--- config.mk ---
export PLATFORM = sky130hd
export DESIGN_NAME = hazard_unit
export DESIGN_NICKNAME = d
export VERILOG_FILES = /design/src/rtl/hazard_unit.sv
export SDC_FILE = /design/constraint.sdc
export NUM_CORES = 1
export LEC_CHECK = 0
export CORE_MARGIN = 3
export CORE_UTILIZATION = 39
export DETAILED_ROUTE_END_ITERATION = 6
export PLACE_DENSITY = 0.85
export SYNTH_ARGS = -nofsm -noshare
export SYNTH_HDL_FRONTEND = slang
export SYNTH_SLANG_ARGS = --single-unit
--- constraint.sdc ---
create_clock -name clk -period 3.5 [get_ports clk]
set_input_delay 0.525 -clock clk [delete_from_list [all_inputs] [get_ports clk]]
set_output_delay 0.525 -clock clk [all_outputs]
set_load 0.02 [all_outputs]
--- src/rtl/hazard_unit.sv ---
// hazard_unit: operand forwarding, load-use stall, branch flush and mul/div
// sequencing for the 5-stage RV32 pipeline. A BUSY state freezes F/D/E and
// bubbles M while the mul/div unit runs, guarded by a watchdog.
// Optional HAZARD_PERF_EN adds stall-cycle and flush performance counters.
module hazard_unit #(
    parameter int unsigned REG_ADDR_WIDTH  = 5,
    parameter int unsigned MAX_BUSY_CYCLES = 40,
    parameter int unsigned CNT_WIDTH       = 6
) (
    input  logic                      clk,
    input  logic                      rst_n,
    input  logic [REG_ADDR_WIDTH-1:0] Rs1D_i,
    input  logic [REG_ADDR_WIDTH-1:0] Rs2D_i,
    input  logic [REG_ADDR_WIDTH-1:0] Rs1E_i,
    input  logic [REG_ADDR_WIDTH-1:0] Rs2E_i,
    input  logic [REG_ADDR_WIDTH-1:0] RdE_i,
    input  logic                      ResultSrcE0_i,
    input  logic                      PCSrcE_i,
    input  logic [REG_ADDR_WIDTH-1:0] RdM_i,
    input  logic [REG_ADDR_WIDTH-1:0] RdW_i,
    input  logic                      RegWriteM_i,
    input  logic                      RegWriteW_i,
    input  logic                      MulDivStartE_i,
    input  logic                      MulDivDone_i,
    output logic [1:0]                ForwardAE_o,
    output logic [1:0]                ForwardBE_o,
    output logic                      StallF_o,
    output logic                      StallD_o,
    output logic                      StallE_o,
    output logic                      FlushD_o,
    output logic                      FlushE_o,
    output logic                      FlushM_o,
    output logic                      MulDivGo_o,
    output logic                      MulDivAbort_o,
`ifdef HAZARD_PERF_EN
    output logic [31:0]               StallCycles_o,
    output logic [31:0]               FlushCount_o,
`endif
    output logic                      Timeout_o
);

    localparam logic [0:0] IDLE = 1'b0;
    localparam logic [0:0] BUSY = 1'b1;

    localparam logic [CNT_WIDTH-1:0] CNT_MAX  = CNT_WIDTH'(MAX_BUSY_CYCLES);
    localparam logic [CNT_WIDTH-1:0] CNT_ONE  = CNT_WIDTH'(1);
    localparam logic [CNT_WIDTH-1:0] CNT_ZERO = '0;

    logic [0:0]           state;
    logic [0:0]           state_nxt;
    logic [CNT_WIDTH-1:0] count;
    logic [CNT_WIDTH-1:0] count_nxt;
    logic                 timeout_nxt;
    logic                 lw_stall;
    logic                 expired;

    assign lw_stall = ResultSrcE0_i && (RdE_i != '0) &&
                      ((RdE_i == Rs1D_i) || (RdE_i == Rs2D_i));
    assign expired  = (count >= CNT_MAX);

    // Execute-stage operand forwarding; M beats W, x0 never forwarded
    always_comb begin
        ForwardAE_o = 2'b00;
        ForwardBE_o = 2'b00;
        if (RegWriteM_i && (RdM_i != '0) && (RdM_i == Rs1E_i))
            ForwardAE_o = 2'b10;
        else if (RegWriteW_i && (RdW_i != '0) && (RdW_i == Rs1E_i))
            ForwardAE_o = 2'b01;
        if (RegWriteM_i && (RdM_i != '0) && (RdM_i == Rs2E_i))
            ForwardBE_o = 2'b10;
        else if (RegWriteW_i && (RdW_i != '0) && (RdW_i == Rs2E_i))
            ForwardBE_o = 2'b01;
        if (!rst_n) begin
            ForwardAE_o = 2'b00;
            ForwardBE_o = 2'b00;
        end
    end

    // State, watchdog count and sticky timeout registers
    always_ff @(posedge clk or negedge rst_n) begin
        if (!rst_n) begin
            state     <= IDLE;
            count     <= CNT_ZERO;
            Timeout_o <= 1'b0;
        end else begin
            state     <= state_nxt;
            count     <= count_nxt;
            Timeout_o <= timeout_nxt;
        end
    end

    // Next-state and stall/flush/handshake decode
    always_comb begin
        state_nxt     = state;
        count_nxt     = count;
        timeout_nxt   = Timeout_o;
        StallF_o      = 1'b0;
        StallD_o      = 1'b0;
        StallE_o      = 1'b0;
        FlushD_o      = 1'b0;
        FlushE_o      = 1'b0;
        FlushM_o      = 1'b0;
        MulDivGo_o    = 1'b0;
        MulDivAbort_o = 1'b0;
        case (state)
            IDLE: begin
                StallF_o = lw_stall;
                StallD_o = lw_stall;
                FlushD_o = PCSrcE_i;
                FlushE_o = lw_stall | PCSrcE_i;
                if (MulDivStartE_i) begin
                    MulDivGo_o = 1'b1;
                    // single-cycle ops complete without entering BUSY
                    if (!MulDivDone_i) begin
                        StallF_o  = 1'b1;
                        StallD_o  = 1'b1;
                        StallE_o  = 1'b1;
                        FlushM_o  = 1'b1;
                        state_nxt = BUSY;
                        count_nxt = CNT_ONE;
                    end
                end
            end
            BUSY: begin
                if (MulDivDone_i) begin
                    state_nxt = IDLE;
                    count_nxt = CNT_ZERO;
                end else if (expired) begin
                    MulDivAbort_o = 1'b1;
                    timeout_nxt   = 1'b1;
                    state_nxt     = IDLE;
                    count_nxt     = CNT_ZERO;
                end else begin
                    StallF_o  = 1'b1;
                    StallD_o  = 1'b1;
                    StallE_o  = 1'b1;
                    FlushM_o  = 1'b1;
                    count_nxt = (count < CNT_MAX) ? count + CNT_ONE : count;
                end
            end
            default: begin
                state_nxt = IDLE;
                count_nxt = CNT_ZERO;
            end
        endcase
        if (!rst_n) begin
            StallF_o      = 1'b0;
            StallD_o      = 1'b0;
            StallE_o      = 1'b0;
            FlushD_o      = 1'b0;
            FlushE_o      = 1'b0;
            FlushM_o      = 1'b0;
            MulDivGo_o    = 1'b0;
            MulDivAbort_o = 1'b0;
        end
    end

`ifdef HAZARD_PERF_EN
    // Performance counters: stalled cycles and execute flushes, wrapping
    always_ff @(posedge clk or negedge rst_n) begin
        if (!rst_n) begin
            StallCycles_o <= '0;
            FlushCount_o  <= '0;
        end else begin
            if (StallF_o || StallD_o || StallE_o)
                StallCycles_o <= StallCycles_o + 32'd1;
            if (FlushE_o)
                FlushCount_o <= FlushCount_o + 32'd1;
        end
    end
`endif

endmodule
Word level (Yosys, flattened, before mapping)
Index checks and enable logic that the tools add are counted.

storage, ports and cells
  memory bits (writable) = 0
  memory bits (read-only) = 0
  input bits = 43
  output and inout port bits = 13
  memories kept = 0
  latch bits = 0
  flip-flop bits (word level) = 8

operators by class
  $mul = 0
  equal/unequal tests = 9
  shift-type cells = 0
  multiplexer cells = 33
  divide/modulo/power cells = 0
  bitwise gates (word level) = 3
  reductions and logical operators = 14
  add/sub/neg operators = 1
  magnitude comparators = 2

operators by type and width
  cell                                                             count
  5-bit == test                                                    6
  6-bit two-way mux                                                5
  1-bit two-way mux                                                21
  5-bit nonzero test                                               3
  6-bit one-hot mux with 2 select lines                            1
  1-bit logical AND                                                8
  2-bit two-way mux                                                4
  6-bit by 1-bit adder with 6-bit output, second input constant    1
  6-bit greater-or-equal comparator, second input constant         1
  6-bit < comparator, second input constant                        1
  3-bit AND reduction                                              2
  2-bit != test, second input constant                             2
  4-bit by 2-bit != test with 1-bit output, second input constant  1
  1-bit one-hot mux with 2 select lines                            2
  1-bit inverter                                                   2
  1-bit logical OR                                                 1
  1-bit OR                                                         1

Longest topological paths before layout
  depth in word-level cells = 7
  depth in mapped cells = 5
  mapped depth without buffers = 4

Worst setup path after synthesis
No wires, ideal clock.

  kind = input port to output port
  from = in RdM_i[1]
  to = out ForwardAE_o[0]
  data arrival time = 1.782 ns
  required time = 2.975 ns
  setup slack = 1.193 ns
  stages on the path = 4
  cell sequence = or4_1 > o21ai_2 > nor4_1 > nor4_2

on the way
  cells in the longest elaborated chain, start to end = 5
  elaborated cells between the ends (all ways) = 6
  classes of those cells = eq/ne (1); mux (2); reduce/logical (3)

ends and longest elaborated chain
  element              RTL line  text
  start, declared      19        input logic [REG_ADDR_WIDTH-1:0] RdM_i,
  5-bit nonzero test   65        if (RegWriteM_i && (RdM_i != '0) && (RdM_i == Rs1E_i))
  1-bit logical AND    65
  1-bit logical AND *  65
  2-bit two-way mux *  65
  2-bit two-way mux *  73        if (!rst_n) begin
  end, declared        25        output logic [1:0] ForwardAE_o,

Every way passes the cells marked *; elsewhere a longest branch is shown, timed or not.

Worst setup path in the final report
Same ends and word-level chain as after synthesis.

==> summary.md <==
| Metric | Value |
|---|---|
| Ys async rst share | 1.00 |
| Crit Path Class | in2out |
| Highest-delay cell along the critical path | clkdlybuf4s50_1 |
| Share of the yosys chip area belonging to registers | 0.230 |
| Worst-Skew Late Latency | 0.26 ns |
| Buffers on Ports | 55 |
| CP startpoint | RdM_i[1] |
| Die height | around 53 um |
| Final setup fails | 0 |
| CORE AREA | 2040 um^2 |
| Yosys reg bits | 8 |
| Clk pin slew, worst setup/hold paths | 0.05 ns |
| Hold Startpoint | Timeout_o |
| CTS tree | built |
| Synthesized instance count | 100 |
| Synth top cells by count | 24 x xor2_1, 8 x dfrtp_1, 8 x nor2_1, 6 x xnor2_1, 5 x or4_1 |
| CP Cell Sequence | clkdlybuf4s50_1 -> or4_1 -> o21ai_2 -> nor4_1 -> nor4_2 -> clkdlybuf4s50_1 |
| First drt pass iteration count | 4 |
| WL/cell | 14.8 um |
| Area grow syn2layout | 68.8% |
| Worst Tran Pin Value | 0.441 ns |
| First-pass GRT wire length | 4.26 mm |
| Hold Vio Cnt, Final | 0 |
| Max Buffers Root-to-Sink | 2 |
| Most numerous cell in the Yosys netlist | xor2_1 |
| Levels on crit path | 6 |
| Rows | 16 |
| Unrepaired setup endpoints after global routing | false |
| CTS H-tree depth | 1 |
| Placed cells | 181 |
| Total grt overflow | 0 |
| Antenna cells | 0 |
| Maximum Capacitance Violations | 0 |
| Clock Skew | 0.00452 ns |
| Fin crit share | 0.925 |
| Largest net degree at the start of global routing | 14 |
| CP delay by family, top | buffers and inverters |
| Nets | 204 |
| Mapped Area | 871 um^2 |
| Buf/Inv on CP | 2 |
| GPL Wtd Cong | 0.799 |
| Primary FF master, synth | dfrtp_1 |
| Hold bufs inserted after CTS | 0 |
| Via count | 956 |
| Number of synthesized flops with an enable pin | 0 |
| Chip width | about 53 um |
| Starting Density | 0.426 |
| Setup Buffers After CTS | 0 |
| Crit path time final | approximately 3.2 ns |
| Largest cells by area after synthesis | xor2_1 24%, dfrtp_1 23%, xnor2_1 6.0%, or4_1 4.3%, nor2_1 3.4% |
| CP Capture Point | ForwardAE_o[0] |
| Slew Limit Headroom | 0.705 |
| Setup crit start kind | input pin |
| Synth unique cells | 29 |
| Leading area contributor after synthesis | xor2_1 |
| Syn Area/Cell | 8.71 um^2 |
| Fin util | 0.720 |
| Net count of the mapped netlist | 145 |
| Critical Path AT | about 2.7 ns |
| Cell mode on critical path | clkdlybuf4s50_1 |
| Crit. End Element | output port |
| Clock Sinks | 8 |
| DR iter-0 viols | 13 |
| Total Power | 0.000313 W |
| Final Instance Count excl. Fillers | 184 |
| VDD IR max | 244 uV |
| Outcome | finished, final reports clean |
| RR Endpoint | count[4] |
| Layout cells sized above 1 | 0.0573 |
| Max Freq | 309 MHz |
| Area fraction of the dominant cell type after synthesis | 0.241 |
| Synth warn | 0 |
| CP Max Fanout | 3 |
| IO Count | between 50 and 60 |
| Filler cell count | 159 |
| Setup tns final | 0 ns |
| PwrDens | 213 nW/um^2 |
| Final WL | roughly 2.7 mm |
| Number of global-route vias before repair | 1,007 |
| Leak | approximately 0.59 nW |
| R2r setup slk | between 2 and 2.5 ns |
| Min-Delay Path Class | reg2reg |
| Total die area | 2840 um^2 |
| Critical Path RT | 2.97 ns |
| Max incr delay on CP | around 0.64 ns |
| Hpwl dp | 2.34 mm |
| FF-to-FF path depth | 4 |
| Routed Antenna Nets | 0 |
| Final max-slew violation count | 0 |
| Clock Tree Root | clkbuf_4 |
| CTS resizes | 0 |
| Worst R2R Start | count[4] |
| Total GRT Usage | 0.204 |
| DRC violations left | 0 |
| Initial antenna violation count | 0 |
| Number of buffers created by CTS | 3 |
| Vias per cell | 5.20 |
per-layer routing:
| layer | global-route usage | part of all wire | wire length [um] | up-vias |
|---|---|---|---|---|
| met3 | 0.0394 | 0.059 | 161 | 8 |
| met1 | 0.217 | 0.37 | 1010 | 439 |
| met2 | 0.369 | 0.54 | 1470 | 35 |
| li1 | - | - | - | 474 |
| met4 | 0.111 | 0.025 | 68 | 0 |
| met5 | 0 | 0 | 0 | - |
cells by family (layout without fill, tap and decap cells):
family | count (synthesis) | after routing | share of synthesized area
AOI/OAI and AO/OA | 19 | 19 | 0.164
xor gates and xnor gates | 30 | 30 | 0.302
adders and majority gates | 2 | 2 | 0.0287
buffers and inverters | 4 | 61 | 0.0259
DFF | 8 | 8 | 0.230
and+or+nand+nor | 37 | 37 | 0.250
worst reg2reg max path: cells and delay by family, from the launching register on:
family | cells | cell delay (ns)
AND/OR/NAND/NOR | 1 | 0.38
flip-flops | 1 | 0.42
AO/OA/AOI/OAI | 3 | 0.57
flip-flops by register name, summed over array words and instances (netlist names):
name	cells
state	1
Timeout_o	1
count	6
placed cells by master (no fill, tap or decap), types with 2 or more instances in the layout:
| cell | count |
|---|---|
| nand2_1 | 2 |
| clkdlybuf4s50_1 | 55 |
| a22o_1 | 3 |
| xor2_1 | 24 |
| nand3_1 | 4 |
| or4_1 | 5 |
| ha_1 | 2 |
| inv_1 | 2 |
| clkbuf_4 | 3 |
| nor4_1 | 2 |
| nor4_2 | 2 |
| xnor2_1 | 6 |
| and2_2 | 2 |
| nor3_1 | 4 |
| and2_1 | 3 |
| dfrtp_1 | 8 |
| nor2_1 | 8 |
| a21o_1 | 3 |
| o211ai_1 | 2 |
| o21bai_1 | 2 |
| o21ai_0 | 3 |
| nor2b_1 | 3 |
worst min path at each step:
stage / to / slack (ns) / depth (start not counted)
finish: Timeout_o / 0.47 / 1
global route: Timeout_o / 0.49 / 1
global placement: Timeout_o / 0.44 / 1
detailed placement: Timeout_o / 0.45 / 1
CTS: Timeout_o / 0.47 / 1
floorplan: Timeout_o / 0.23 / 0
layout make-up:
cell class	instances	area [um^2]	share of cell area
clock buffer	3	22.5	0.0153
timing repair buffer	56	558	0.380
sequential	8	200	0.136
tap	27	33.8	0.0230
inverter	2	7.51	0.00511
multi-input combinational	88	648	0.441
metrics by stage:
stage | cell area, um^2 | hold WS (ns) | setup WS (ns)
global route | 1470 | 0.493 | 0.141
CTS | 1470 | 0.470 | 0.261
floorplan | 871 | 0.229 | 1.19
detailed placement | 1450 | 0.453 | 0.260
global placement | 1450 | 0.442 | 0.327
finish | 1470 | 0.471 | 0.262
power breakdown:
| group | leakage (nW) | total, W | switching, W | internal (W) |
|---|---|---|---|---|
| registers | 0.108 | 0.000103 | 0.00000581 | 0.0000974 |
| clock network | 0.0138 | 0.0000720 | 0.0000326 | 0.0000393 |
| logic | 0.472 | 0.000137 | 0.0000581 | 0.0000794 |
| total | 0.593 | 0.000313 | 0.0000965 | 0.000216 |
Note: power is estimated with default switching activity, not from simulation.
